--- config.mk ---
export PLATFORM = sky130hd
export DESIGN_NAME = cv32e40x_obi_req_stage_flat
export DESIGN_NICKNAME = d
export VERILOG_FILES = /design/src/rtl/cv32e40x_obi_req_stage_if.sv /design/src/rtl/cv32e40x_obi_req_stage.sv /design/src/flat_wrapper.sv
export SDC_FILE = /design/constraint.sdc
export NUM_CORES = 1
export LEC_CHECK = 0
export BUFFER_PORTS_ARGS = -buffer_cell sky130_fd_sc_hd__buf_2
export CORE_UTILIZATION = 46
export DETAILED_ROUTE_END_ITERATION = 7
export PLACE_DENSITY = 0.95
export SLEW_MARGIN = 40
export SYNTH_ARGS = -nofsm -noshare
export SYNTH_HDL_FRONTEND = slang
export SYNTH_SLANG_ARGS = --single-unit
--- constraint.sdc ---
create_clock -name clk -period 3.2 [get_ports clk]
set_input_delay 0.32 -clock clk [delete_from_list [all_inputs] [get_ports clk]]
set_output_delay 0.32 -clock clk [all_outputs]
set_load 0.01 [all_outputs]
--- src/rtl/cv32e40x_obi_req_stage_if.sv ---
// ---------------------------------------------------------------------------
// cv32e40x_obi_req_stage_if
// Compressed OBI bus between a master-side request stage and the bus/slave.
//   req          master -> slave  A-channel request (s_req)
//   req_payload  master -> slave  packed address/we/be/wdata
//   gnt          slave  -> master A-channel grant (s_gnt)
//   rvalid       slave  -> master R-channel valid (s_rvalid)
//   resp_payload slave  -> master packed rdata/err
// ---------------------------------------------------------------------------
interface cv32e40x_obi_req_stage_if #(
  parameter int REQ_W  = 32,
  parameter int RESP_W = 33
);
  logic              req;
  logic [REQ_W-1:0]  req_payload;
  logic              gnt;
  logic              rvalid;
  logic [RESP_W-1:0] resp_payload;

  modport master (
    output req,
    output req_payload,
    input  gnt,
    input  rvalid,
    input  resp_payload
  );

  modport slave (
    input  req,
    input  req_payload,
    output gnt,
    output rvalid,
    output resp_payload
  );
endinterface

--- src/rtl/cv32e40x_obi_req_stage.sv ---
// ---------------------------------------------------------------------------
// cv32e40x_obi_req_stage
// Master-side OBI request stage. Takes transactions from fetch/LSU, issues
// them on the OBI A-channel, keeps req/payload stable until granted, limits
// the number of granted-but-unanswered transactions and forwards responses.
// Ports:
//   clk, rst            clock, asynchronous active-high reset
//   trans_valid_i/ready_o/payload_i   upstream request handshake
//   resp_valid_o/payload_o            response to upstream (combinational)
//   obi (master modport)              OBI bus: req/req_payload/gnt/rvalid/resp
//   outstanding_o       registered outstanding-transaction count
//   protocol_err_o      sticky flag: rvalid arrived with nothing outstanding
// ---------------------------------------------------------------------------
module cv32e40x_obi_req_stage #(
  parameter  int REQ_W           = 32,
  parameter  int RESP_W          = 33,
  parameter  int MAX_OUTSTANDING = 2,
  localparam int CNT_W           = $clog2(MAX_OUTSTANDING + 1)
) (
  input  logic                      clk,
  input  logic                      rst,
  input  logic                      trans_valid_i,
  output logic                      trans_ready_o,
  input  logic [REQ_W-1:0]          trans_payload_i,
  output logic                      resp_valid_o,
  output logic [RESP_W-1:0]         resp_payload_o,
  cv32e40x_obi_req_stage_if.master  obi,
  output logic [CNT_W-1:0]          outstanding_o,
  output logic                      protocol_err_o
);

  localparam logic [CNT_W-1:0] CNT_MAX = CNT_W'(MAX_OUTSTANDING);

  typedef enum logic {
    TRANSPARENT = 1'b0,
    REGISTERED  = 1'b1
  } state_e;

  state_e            state_q, state_d;
  logic [CNT_W-1:0]  cnt_q, cnt_d;
  logic [REQ_W-1:0]  payload_q, payload_d;
  logic              err_q, err_d;

  logic              full;
  logic              req;
  logic              ready;
  logic [REQ_W-1:0]  req_payload;
  logic              accept;
  logic              issue;
  logic              retire;

  assign full   = (cnt_q == CNT_MAX);
  assign accept = trans_valid_i & ready;
  assign issue  = req & obi.gnt;
  // A response with nothing outstanding is flagged, never counted down.
  assign retire = obi.rvalid & (cnt_q != '0);

  // State register
  always_ff @(posedge clk or posedge rst) begin
    if (rst) begin
      state_q   <= TRANSPARENT;
      cnt_q     <= '0;
      payload_q <= '0;
      err_q     <= 1'b0;
    end else begin
      state_q   <= state_d;
      cnt_q     <= cnt_d;
      payload_q <= payload_d;
      err_q     <= err_d;
    end
  end

  // Next-state logic
  always_comb begin
    state_d   = state_q;
    payload_d = payload_q;
    case (state_q)
      TRANSPARENT: begin
        // An ungranted accept is captured so upstream may move on while the
        // bus still sees the original payload.
        if (accept && !obi.gnt) begin
          payload_d = trans_payload_i;
          state_d   = REGISTERED;
        end
      end
      REGISTERED: begin
        // Return to pass-through one cycle after the grant; the grant cycle
        // itself never accepts a new transaction.
        if (obi.gnt) begin
          state_d = TRANSPARENT;
        end
      end
      default: state_d = TRANSPARENT;
    endcase
  end

  // Output logic
  always_comb begin
    req         = 1'b0;
    ready       = 1'b0;
    req_payload = trans_payload_i;
    case (state_q)
      TRANSPARENT: begin
        ready       = !full;
        req         = trans_valid_i & !full;
        req_payload = trans_payload_i;
      end
      REGISTERED: begin
        req         = 1'b1;
        req_payload = payload_q;
      end
      default: begin
        req   = 1'b0;
        ready = 1'b0;
      end
    endcase
    // Keep the bus quiet for the whole reset, not just after the first edge.
    if (rst) begin
      req   = 1'b0;
      ready = 1'b0;
    end
  end

  // Outstanding counter and sticky protocol error
  always_comb begin
    cnt_d = cnt_q;
    case ({issue, retire})
      2'b10:   cnt_d = cnt_q + 1'b1;
      2'b01:   cnt_d = cnt_q - 1'b1;
      default: cnt_d = cnt_q;
    endcase
    err_d = err_q | (obi.rvalid & (cnt_q == '0));
  end

  assign obi.req         = req;
  assign obi.req_payload = req_payload;
  assign trans_ready_o   = ready;
  assign resp_valid_o    = obi.rvalid;
  assign resp_payload_o  = obi.resp_payload;
  assign outstanding_o   = cnt_q;
  assign protocol_err_o  = err_q;

endmodule
--- src/flat_wrapper.sv ---
// flat-port wrapper written by rule: the top's interface ports become plain ports
module cv32e40x_obi_req_stage_flat 
#(
  parameter  int REQ_W           = 32,
  parameter  int RESP_W          = 33,
  parameter  int MAX_OUTSTANDING = 2,
  localparam int CNT_W           = $clog2(MAX_OUTSTANDING + 1)
)
  (clk, rst, trans_valid_i, trans_ready_o, trans_payload_i, resp_valid_o, resp_payload_o, outstanding_o, protocol_err_o, obi_req, obi_req_payload, obi_gnt, obi_rvalid, obi_resp_payload);
  cv32e40x_obi_req_stage_if #(.REQ_W(REQ_W), .RESP_W(RESP_W)) obi_i ();
  input  logic clk;
  input  logic rst;
  input  logic trans_valid_i;
  output logic trans_ready_o;
  input  logic [REQ_W-1:0] trans_payload_i;
  output logic resp_valid_o;
  output logic [RESP_W-1:0] resp_payload_o;
  output logic [CNT_W-1:0] outstanding_o;
  output logic protocol_err_o;
  output wire logic [$bits(obi_i.req)-1:0] obi_req;
  output wire logic [$bits(obi_i.req_payload)-1:0] obi_req_payload;
  input wire logic [$bits(obi_i.gnt)-1:0] obi_gnt;
  input wire logic [$bits(obi_i.rvalid)-1:0] obi_rvalid;
  input wire logic [$bits(obi_i.resp_payload)-1:0] obi_resp_payload;
  assign obi_req = obi_i.req;
  assign obi_req_payload = obi_i.req_payload;
  assign obi_i.gnt = obi_gnt;
  assign obi_i.rvalid = obi_rvalid;
  assign obi_i.resp_payload = obi_resp_payload;
  cv32e40x_obi_req_stage #(.REQ_W(REQ_W), .RESP_W(RESP_W), .MAX_OUTSTANDING(MAX_OUTSTANDING)) u_core (.clk(clk), .rst(rst), .trans_valid_i(trans_valid_i), .trans_ready_o(trans_ready_o), .trans_payload_i(trans_payload_i), .resp_valid_o(resp_valid_o), .resp_payload_o(resp_payload_o), .obi(obi_i), .outstanding_o(outstanding_o), .protocol_err_o(protocol_err_o));
endmodule
==> metrics, run 1 <==
Syn-to-layout area delta 12.2%; Post-CTS Setup Inserts 0; DP HPWL roughly 2.5 mm; first-pass GRT wire length between 5 and 6 mm; die area 0.00502 mm2; EDFF count, synth 0; drt total wl 3.57 mm; main combinational cell family by area after synthesis multiplexers; Post-Syn Area per Cell 13.7 um2; Reg clk slew, reported paths 0.07 ns; filler instances roughly 380; WL met2 roughly 1.7 mm; largest net degree at the start of global routing 37; failing checks DRC; fin crit period 1.92 ns; register area share after synthesis 41.3%; Die X around 70 um; Vias/cell 4.95; mapped cell area 0.00218 mm2; Async SR Flop Fraction between 90% and 100%; Yosys warnings 0; share of cells above drive strength 1 approximately 75%; CP arrival 1.60 ns; max-slew violation count 0; worst-path maximum fanout 34; # H-tree levels 2; Die Height 70.9 um; peak supply drop 413 uV; Synth area leader dfrtp_1; highest routing layer actually used met4; multiplexer share of the synthesized area a little under two fifths; count leader, synth dfrtp_1; worst reg2reg path depth 3; grt ovf 0; DRT antenna net count 0; DRC viols 16; nets@finish 272; complex-gate fraction of the synthesized area 0.803%; DR pass1 iterations 6; Fmax 521 MHz; Pleak 0.00126 uW; post-synth top area share 41.3%; pwr/cell area 803 mW/mm2; Clock Root Buffer clkbuf_8; CTS Buffer Depth 2; final worst-path cycle share approximately 60%; post-synthesis register bit count 36; max_slew headroom 47.7%; simple-gate portion of the synthesized area 3.44%; final setup vio count 0; routability cong. 0.691; synthesized-area fraction occupied by adder cells 0.574%; total of max-cap violations 0; top cells by area, synth dfrtp_1 41%, mux2_4 20%, mux2_2 18%; syn_nets 230; Starting Density 49.1%; worst hold path class input pin to asynchronous set/reset pin; routed wl met3 221 um; RSZ-0062 raised after global routing false; vias in the first global route 1271; Yosys cell types 20; met1 wire length 1.57 mm; Mapped Cells ~160; starting DRC count in detailed routing 49; antenna violations before repair 0; CTS tree yes; clock sink count 36; WHS 0.207 ns; Skew-Pair Late Insertion Delay 0.27 ns; Setup TNS Final 0 ns; cts bufs inserted 5; Post-synth top flop dfrtp_1; status finished with violations; Post-synth top cells 36 x dfrtp_1, 35 x buf_4, 35 x mux2_2; Post-Synth XOR/XNOR Area 1.20%; post-layout util 55.0%; Avg WL per Cell approximately 14 um; Worst-Margin Slew 0.784 ns; Clock Skew 0.00316 ns; # rows 24; final hold vios 0; I/O Buffers 74; hold_buf cts 0; vias post-DR 1258; critical path type flip-flop to output port; GRT Overall Usage 14.7%; Crit path required time 2.88 ns; num ports 141; Core Region around 0.0044 mm2; Worst setup SP type flip-flop; antenna diode count 0; CTS resizes 0; Critical Path Sink Type output port
report_power, final:
part	leakage [uW]	switching (uW)	total [uW]	internal (uW)
Sequential	0.000427	138	814	677
Clock	0.0000645	153	427	275
Combinational	0.000767	251	723	473
Total	0.00126	541	1960	1420
placed cells by master, fill, tap and decap left out:
master     instances
buf_4              2
nor2b_1            1
buf_2             74
dfrtp_1           36
a21o_1             1
xnor2_1            2
nand4b_4           1
o21ai_0            1
nand3b_1           1
xor2_1             1
nor2_1             3
a21oi_1            1
ha_1               1
mux2_2            35
mux2_4            29
inv_1              2
clkbuf_8           7
nand2b_2           1
and2_1             1
nor2_4             1
bufinv_16          1
flip-flops by register name (all words and copies together) (netlist names):
signal                 flops
u_core.payload_q          32
u_core.protocol_err_o      1
u_core.outstanding_o       2
u_core.state_q             1
stage by stage:
step / std cells / worst slack [ns] / total power [uW] / instance area, um2
2_1_floorplan: 159 / 1.29 / 1390 / 2180
3_3_place_gp: 246 / 1.35 / 1510 / 2320
3_5_place_dp: 246 / 1.26 / 1550 / 2320
4_1_cts: 254 / 1.25 / 1990 / 2450
5_1_grt: 254 / 1.17 / 2090 / 2450
6_report: 254 / 1.28 / 1960 / 2450
cell families (layout without fill, tap and decap cells):
group,count (synthesis),count (layout)
AOI/OAI and AO/OA,3,3
xor gates and xnor gates,3,3
DFF,36,36
buffers and inverters,43,86
adders and majority gates,1,1
and+or+nand+nor,9,9
muxes,64,64
final cells by class:
cell class / instances / area [um2] / area share, %
Tap cell: 52 / 65.1 / 2.66
Clock inverter: 1 / 30.0 / 1.23
Multi-Input combinational cell: 80 / 961 / 39.3
Sequential cell: 36 / 901 / 36.8
Timing Repair Buffer: 76 / 385 / 15.8
Inverter: 2 / 7.51 / 0.307
Clock buffer: 7 / 96.3 / 3.94
worst paths after layout:
kind | from | end | slack, ns
min in group clk | obi_gnt | u_core.state_q | 0.26
setup / recovery | u_core.state_q | obi_req_payload[6] | 1.28
max in group asynchronous | rst | u_core.payload_q[14] | 2.67
hold / removal | rst | u_core.payload_q[25] | 0.21
hold reg to reg | u_core.protocol_err_o | u_core.protocol_err_o | 0.45
setup reg to reg | u_core.outstanding_o[0] | u_core.payload_q[4] | 1.29
worst max-delay path, cell delays in order (launching register included):
cell and delay, ns:
dfrtp_1 0.39, buf_4 0.39, mux2_2 0.38, buf_2 0.14
layer usage:
layer  vias up  global-route usage, %
li1        594                      -
met1       594                   18.1
met2        54                   24.0
met3        16                   4.27
met4         0                   6.89
met5         -                      0
(Power assumes the default switching activity.)
==> run 2: changes to the inputs <==
--- a/config.mk
+++ b/config.mk
@@ -6,9 +6,9 @@
 export NUM_CORES = 1
 export LEC_CHECK = 0
 export BUFFER_PORTS_ARGS = -buffer_cell sky130_fd_sc_hd__buf_2
-export CORE_UTILIZATION = 46
+export CORE_UTILIZATION = 43
 export DETAILED_ROUTE_END_ITERATION = 7
-export PLACE_DENSITY = 0.95
+export PLACE_DENSITY = 0.93
 export SLEW_MARGIN = 40
 export SYNTH_ARGS = -nofsm -noshare
 export SYNTH_HDL_FRONTEND = slang
==> constraint.sdc (replaced) <==
create_clock -name clk -period 1.98 [get_ports clk]
set_input_delay 0.198 -clock clk [delete_from_list [all_inputs] [get_ports clk]]
set_output_delay 0.198 -clock clk [all_outputs]
set_load 0.01 [all_outputs]
==> run 2 against run 1 <==
  * The flow now finishes without violations
  * Clock skew up 0.0030 ns
  * Worst hold slack worse by 0.13 ns
  * Critical path depth unchanged
  * Via count up 4.1%
  * Routed wire length up 5.9%
  * Clock power up 48%
  * Global-route usage down 0.29 points
  * Clock-buffer cell count down 2
  * Non-clock buffer count up 3
  * Sequential share of layout area down 0.39 points
  * Combinational power up 65%
  * Flip-flop and latch count unchanged
  * Largest power group unchanged
==> metrics, run 2 (synthesized netlist as in run 1, its figures left out) <==
status finished clean; Critical Path Sink Type output port; hold_buf cts 0; starting DRC count in detailed routing 44; Post-CTS Setup Inserts 0; filler instances 428; DP HPWL 2.77 mm; CTS resizes 0; Skew-Pair Late Insertion Delay 0.28 ns; max_slew headroom a little over two thirds; Pleak 0.00126 uW; worst hold path class input pin to asynchronous set/reset pin; vias in the first global route 1304; multi-input combinational cell area 961 um2; largest net degree at the start of global routing 37; met1 wire length 1.53 mm; pwr/cell area between 1000 and 1500 mW/mm2; Slowest cell on crit path dfrtp_1; max-slew violation count 0; Stages on worst setup path 3; WP buf/inv 2; Crit path required time 1.78 ns; fin crit period 1.71 ns; Clock Root Buffer clkbuf_8; sequential cell area 901 um2; r2r setup slk roughly 0.38 ns; CTS Buffer Depth 2; Setup TNS Final 0 ns; die area 0.00536 mm2; share of cells above drive strength 1 75.1%; routed wl met3 ~240 um; drt total wl 3.78 mm; clock sink count 36; max reg flops 32; routability cong. 0.710; # rows 25; Reg with most FFs u_core.payload_q; I/O Buffers 74; power consumption 3140 uW; Die X 73.2 um; antenna diode count 0; final hold vios 0; CP arrival 1.51 ns; commonest non-fill, non-tap cell in the layout buf_2; Reg clk slew, reported paths 0.08 ns; Crit. Startpoint u_core.state_q; # H-tree levels 2; Top delay family on crit path buffers and inverters; worst-path maximum fanout 16; Worst-Margin Slew 0.452 ns; nets@finish around 280; vias post-DR 1309; Vias/cell 4.81; CP Capture Point obi_req_payload[28]; RR Startpoint u_core.outstanding_o[0]; max incr delay on CP approximately 0.43 ns; antenna violations before repair 0; cts bufs inserted 5; Clock Skew 0.00617 ns; Die Height 73.2 um; CTS tree yes; final setup vio count 0; Core Region between 0.004 and 0.005 mm2; Starting Density 45.6%; peak supply drop 486 uV; Syn-to-layout area delta 13.4%; total of max-cap violations 0; DRC viols 0; grt ovf 0; commonest non-fill, non-tap cells in the layout 74 x buf_2, 36 x dfrtp_1, 35 x mux2_2, 29 x mux2_4; GRT Overall Usage 14.5%; DRT antenna net count 0; cells along the critical path buf_4 -> mux2_2 -> buf_2; Fmax 586 MHz; highest routing layer actually used met4; DR pass1 iterations 4; num ports 141; RSZ-0062 raised after global routing false; worst reg2reg path depth 6; final worst-path cycle share 86.2%; Worst setup SP type flip-flop; Avg WL per Cell ~14 um; reg2reg end u_core.outstanding_o[1]; WL met2 1.92 mm; critical path type flip-flop to output port; first-pass GRT wire length 5.93 mm
-- run 2: cell types whose count changed in the layout (fill, tap and decap cells not counted), sizes merged --
cell	before	now
clkinv	0	1
buf	76	79
clkbuf	7	5
clkinvlp	0	1
-- run 2: metal layers --
metal	up-vias	GRT usage [%]
li1	600	-
met1	640	16.7
met3	14	4.14
met5	-	0
met2	55	24.2
met4	0	7.63
-- run 2: worst min path at each step --
stage	from	end	slack (ns)	depth (start not counted)
2_1_floorplan	obi_gnt	u_core.state_q	0.29	1
3_3_place_gp	rst	u_core.outstanding_o[1]	0.40	3
3_5_place_dp	rst	u_core.outstanding_o[0]	0.40	3
4_1_cts	rst	u_core.payload_q[30]	0.09	3
5_1_grt	rst	u_core.payload_q[1]	0.11	3
6_report	rst	u_core.payload_q[30]	0.08	3
-- run 2: worst min-delay path, delay by kind of cell --
kind	cells	cell delay (ns)
buf+inv	3	0.60
-- run 2: stage by stage --
| stage | util (%) | setup slack, ns | hold slack (ns) | std cells | area, um2 |
|---|---|---|---|---|---|
| final | 51.7 | 0.273 | 0.0793 | 272 | 2470 |
| after global routing | 51.7 | 0.175 | 0.107 | 272 | 2470 |
| after CTS | 51.7 | 0.241 | 0.0854 | 272 | 2470 |
| after detailed placement | 49.3 | 0.396 | 0.396 | 264 | 2360 |
| after global placement | 49.3 | 0.461 | 0.396 | 264 | 2360 |
| after floorplan | - | 0.197 | 0.294 | 159 | 2180 |
-- run 2: layout make-up --
type | instances | share of cell area, %
Clock buffer | 5 | 2.78
Clock inverter | 3 | 1.72
Inverter | 2 | 0.304
Multi-Input combinational cell | 80 | 38.9
Sequential cell | 36 | 36.4
Tap cell | 67 | 3.39
Timing Repair Buffer | 79 | 16.5
-- run 2: power breakdown --
part	total (uW)	switching (uW)	leakage, uW	internal (uW)
Clock	633	261	0.0000541	372
Sequential	1310	217	0.000427	1090
Combinational	1190	424	0.000780	769
Total	3140	902	0.00126	2230
==> run 3: changes to the inputs <==
--- a/config.mk
+++ b/config.mk
@@ -5,10 +5,11 @@
 export SDC_FILE = /design/constraint.sdc
 export NUM_CORES = 1
 export LEC_CHECK = 0
+export ABC_CLOCK_PERIOD_IN_PS = 1980
 export BUFFER_PORTS_ARGS = -buffer_cell sky130_fd_sc_hd__buf_2
 export CORE_UTILIZATION = 43
 export DETAILED_ROUTE_END_ITERATION = 7
-export PLACE_DENSITY = 0.93
+export PLACE_DENSITY = 0.82
 export SLEW_MARGIN = 40
 export SYNTH_ARGS = -nofsm -noshare
 export SYNTH_HDL_FRONTEND = slang
==> run 3 against run 2 <==
  * Maximum frequency is 0.84% lower
  * Largest cell class unchanged
  * Critical endpoint is now obi_req_payload[5]
  * Routed wire length shrank 2.7%
  * Worst hold slack better by 0.021 ns
  * Sequential power about the same
  * Highest routed layer unchanged
  * Largest power group unchanged
  * Global-route usage hardly changed
  * Via count decreased by 1.4%
  * Non-clock buffer count fell by 1
  * First-iteration DRC count fell by 4.5%
==> metrics, run 3 (synthesized netlist as in run 1, its figures left out) <==
vias in the first global route 1317; Internal 2150 uW; clock sink count 36; post-layout util around half; num ports 141; Sw Share 28.8%; fin crit period ~1.7 ns; Syn-to-layout area delta 12.6%; Stages on worst setup path 3; Die Height between 70 and 80 um; first-pass GRT wire length 5.80 mm; Clk pwr share 17.4%; WP buf/inv 2; Clock Root Buffer clkbuf_8; Post-CTS Setup Inserts 0; Core Region 0.00479 mm2; routability cong. 0.727; final hold vios 0; Top delay family on crit path flip-flops; hold_buf cts 0; Cell Area, Placed 0.00237 mm2; status finished clean; drt total wl 3.68 mm; I/O Buffers 74; peak supply drop 516 uV; Crit path required time 1.78 ns; GRT Overall Usage 14.5%; Critical Path Sink Type output port; DP HPWL between 2 and 3 mm; worst-path maximum fanout 16; antenna diode count 0; Avg WL per Cell 13.6 um; # rows 25; RSZ-0062 raised after global routing false; power consumption between 3000 and 4000 uW; Reg clk slew, reported paths 0.07 ns; worst reg2reg path depth 6; max reg flops 32; final setup vio count 0; pwr/cell area 1230 mW/mm2; commonest non-fill, non-tap cells in the layout 74 x buf_2, 36 x dfrtp_1, 35 x mux2_2, 29 x mux2_4, 6 x clkbuf_8; grt ovf 0; max incr delay on CP 0.44 ns; filler instances 429; Worst setup SP type flip-flop; die area 0.00536 mm2; Comb pwr share 39.5%; Vias/cell 4.76; antenna violations before repair 0; critical path type flip-flop to output port; cells along the critical path buf_4 -> mux2_2 -> buf_2; Skew-Pair Late Insertion Delay 0.28 ns; worst hold path class input pin to asynchronous set/reset pin; final std cell area, no fill 0.00246 mm2; Net Switching between 800 and 900 uW; cts bufs inserted 5; DR pass1 iterations 4; Die X 73.2 um; CTS resizes 0; largest net degree at the start of global routing 37; Pleak 0.00126 uW; Worst-Margin Slew roughly 0.46 ns; final worst-path cycle share between 80% and 90%; CTS Buffer Depth 2; Slowest cell on crit path dfrtp_1; Fmax 581 MHz; total of max-cap violations 0; starting DRC count in detailed routing 42; Reg with most FFs u_core.payload_q; CP arrival 1.52 ns; CTS tree yes; max-slew violation count 0; nets@finish 274; DRC viols 0; max_slew headroom 69.6%; Flop pwr share between 40% and 50%; share of cells above drive strength 1 74.0%; commonest non-fill, non-tap cell in the layout buf_2; Clock Skew between 0.002 and 0.003 ns; # H-tree levels 2; Starting Density 45.6%; Setup TNS Final 0 ns; DRT antenna net count 0; vias post-DR between 1k and 1.5k
==> run 3: cell count changes in the layout (fill, tap and decap cells not counted), sizes merged <==
cell,change
buf,-1
clkinv,-1
bufinv,-1
clkinvlp,-1
clkbuf,+3
==> run 3: per-stage QoR <==
stage,hold slack [ns],std cells,setup WS (ns)
floorplan,0.294,159,0.197
global placement,0.396,263,0.460
detailed placement,0.396,263,0.411
CTS,0.112,271,0.241
global route,0.138,271,0.184
finish,0.101,271,0.259
==> run 3: power by group through the flow <==
stage | Combinational [uW] | Clock [uW] | Sequential (uW)
floorplan | 999 | 0 | 1250
global placement | 1170 | 0 | 1290
detailed placement | 1210 | 0 | 1300
CTS | 1210 | 553 | 1300
global route | 1290 | 580 | 1340
finish | 1190 | 526 | 1300
==> run 3: layout make-up <==
type                    count  area [um2]  share of cell area, %
multi-input cells          80         961                   39.1
flip-flops and latches     36         901                   36.7
repair buffers             78         413                   16.8
clock buffers               8        90.1                   3.67
well taps                  67        83.8                   3.41
inverters                   2        7.51                  0.306
==> run 3: path summary, 6_finish.rpt <==
path	startpoint	slack, ns	to
setup / recovery	u_core.state_q	0.26	obi_req_payload[5]
hold / removal	rst	0.10	u_core.payload_q[30]
setup reg to reg	u_core.outstanding_o[0]	0.41	u_core.outstanding_o[1]
hold reg to reg	u_core.protocol_err_o	0.47	u_core.protocol_err_o
max in group asynchronous	rst	1.56	u_core.payload_q[10]
min in group clk	obi_gnt	0.14	u_core.state_q
==> run 3: worst register-to-register path, cell delays in order (launching register included) <==
cell and delay [ns]:
dfrtp_1 0.44, nand2b_2 0.23, a21oi_1 0.17, nand3b_1 0.13, ha_1 0.25, nor2_1 0.13
xor2_1 0.15
==> run 3: metal layers <==
layer  up-vias  GRT usage, %  part of all wire (%)
met2        62          24.7                    49
met5         -             0                     0
met1       621          16.3                    42
met3        11          4.01                   7.7
met4         0          7.84                   1.7
li1        597             -                     -
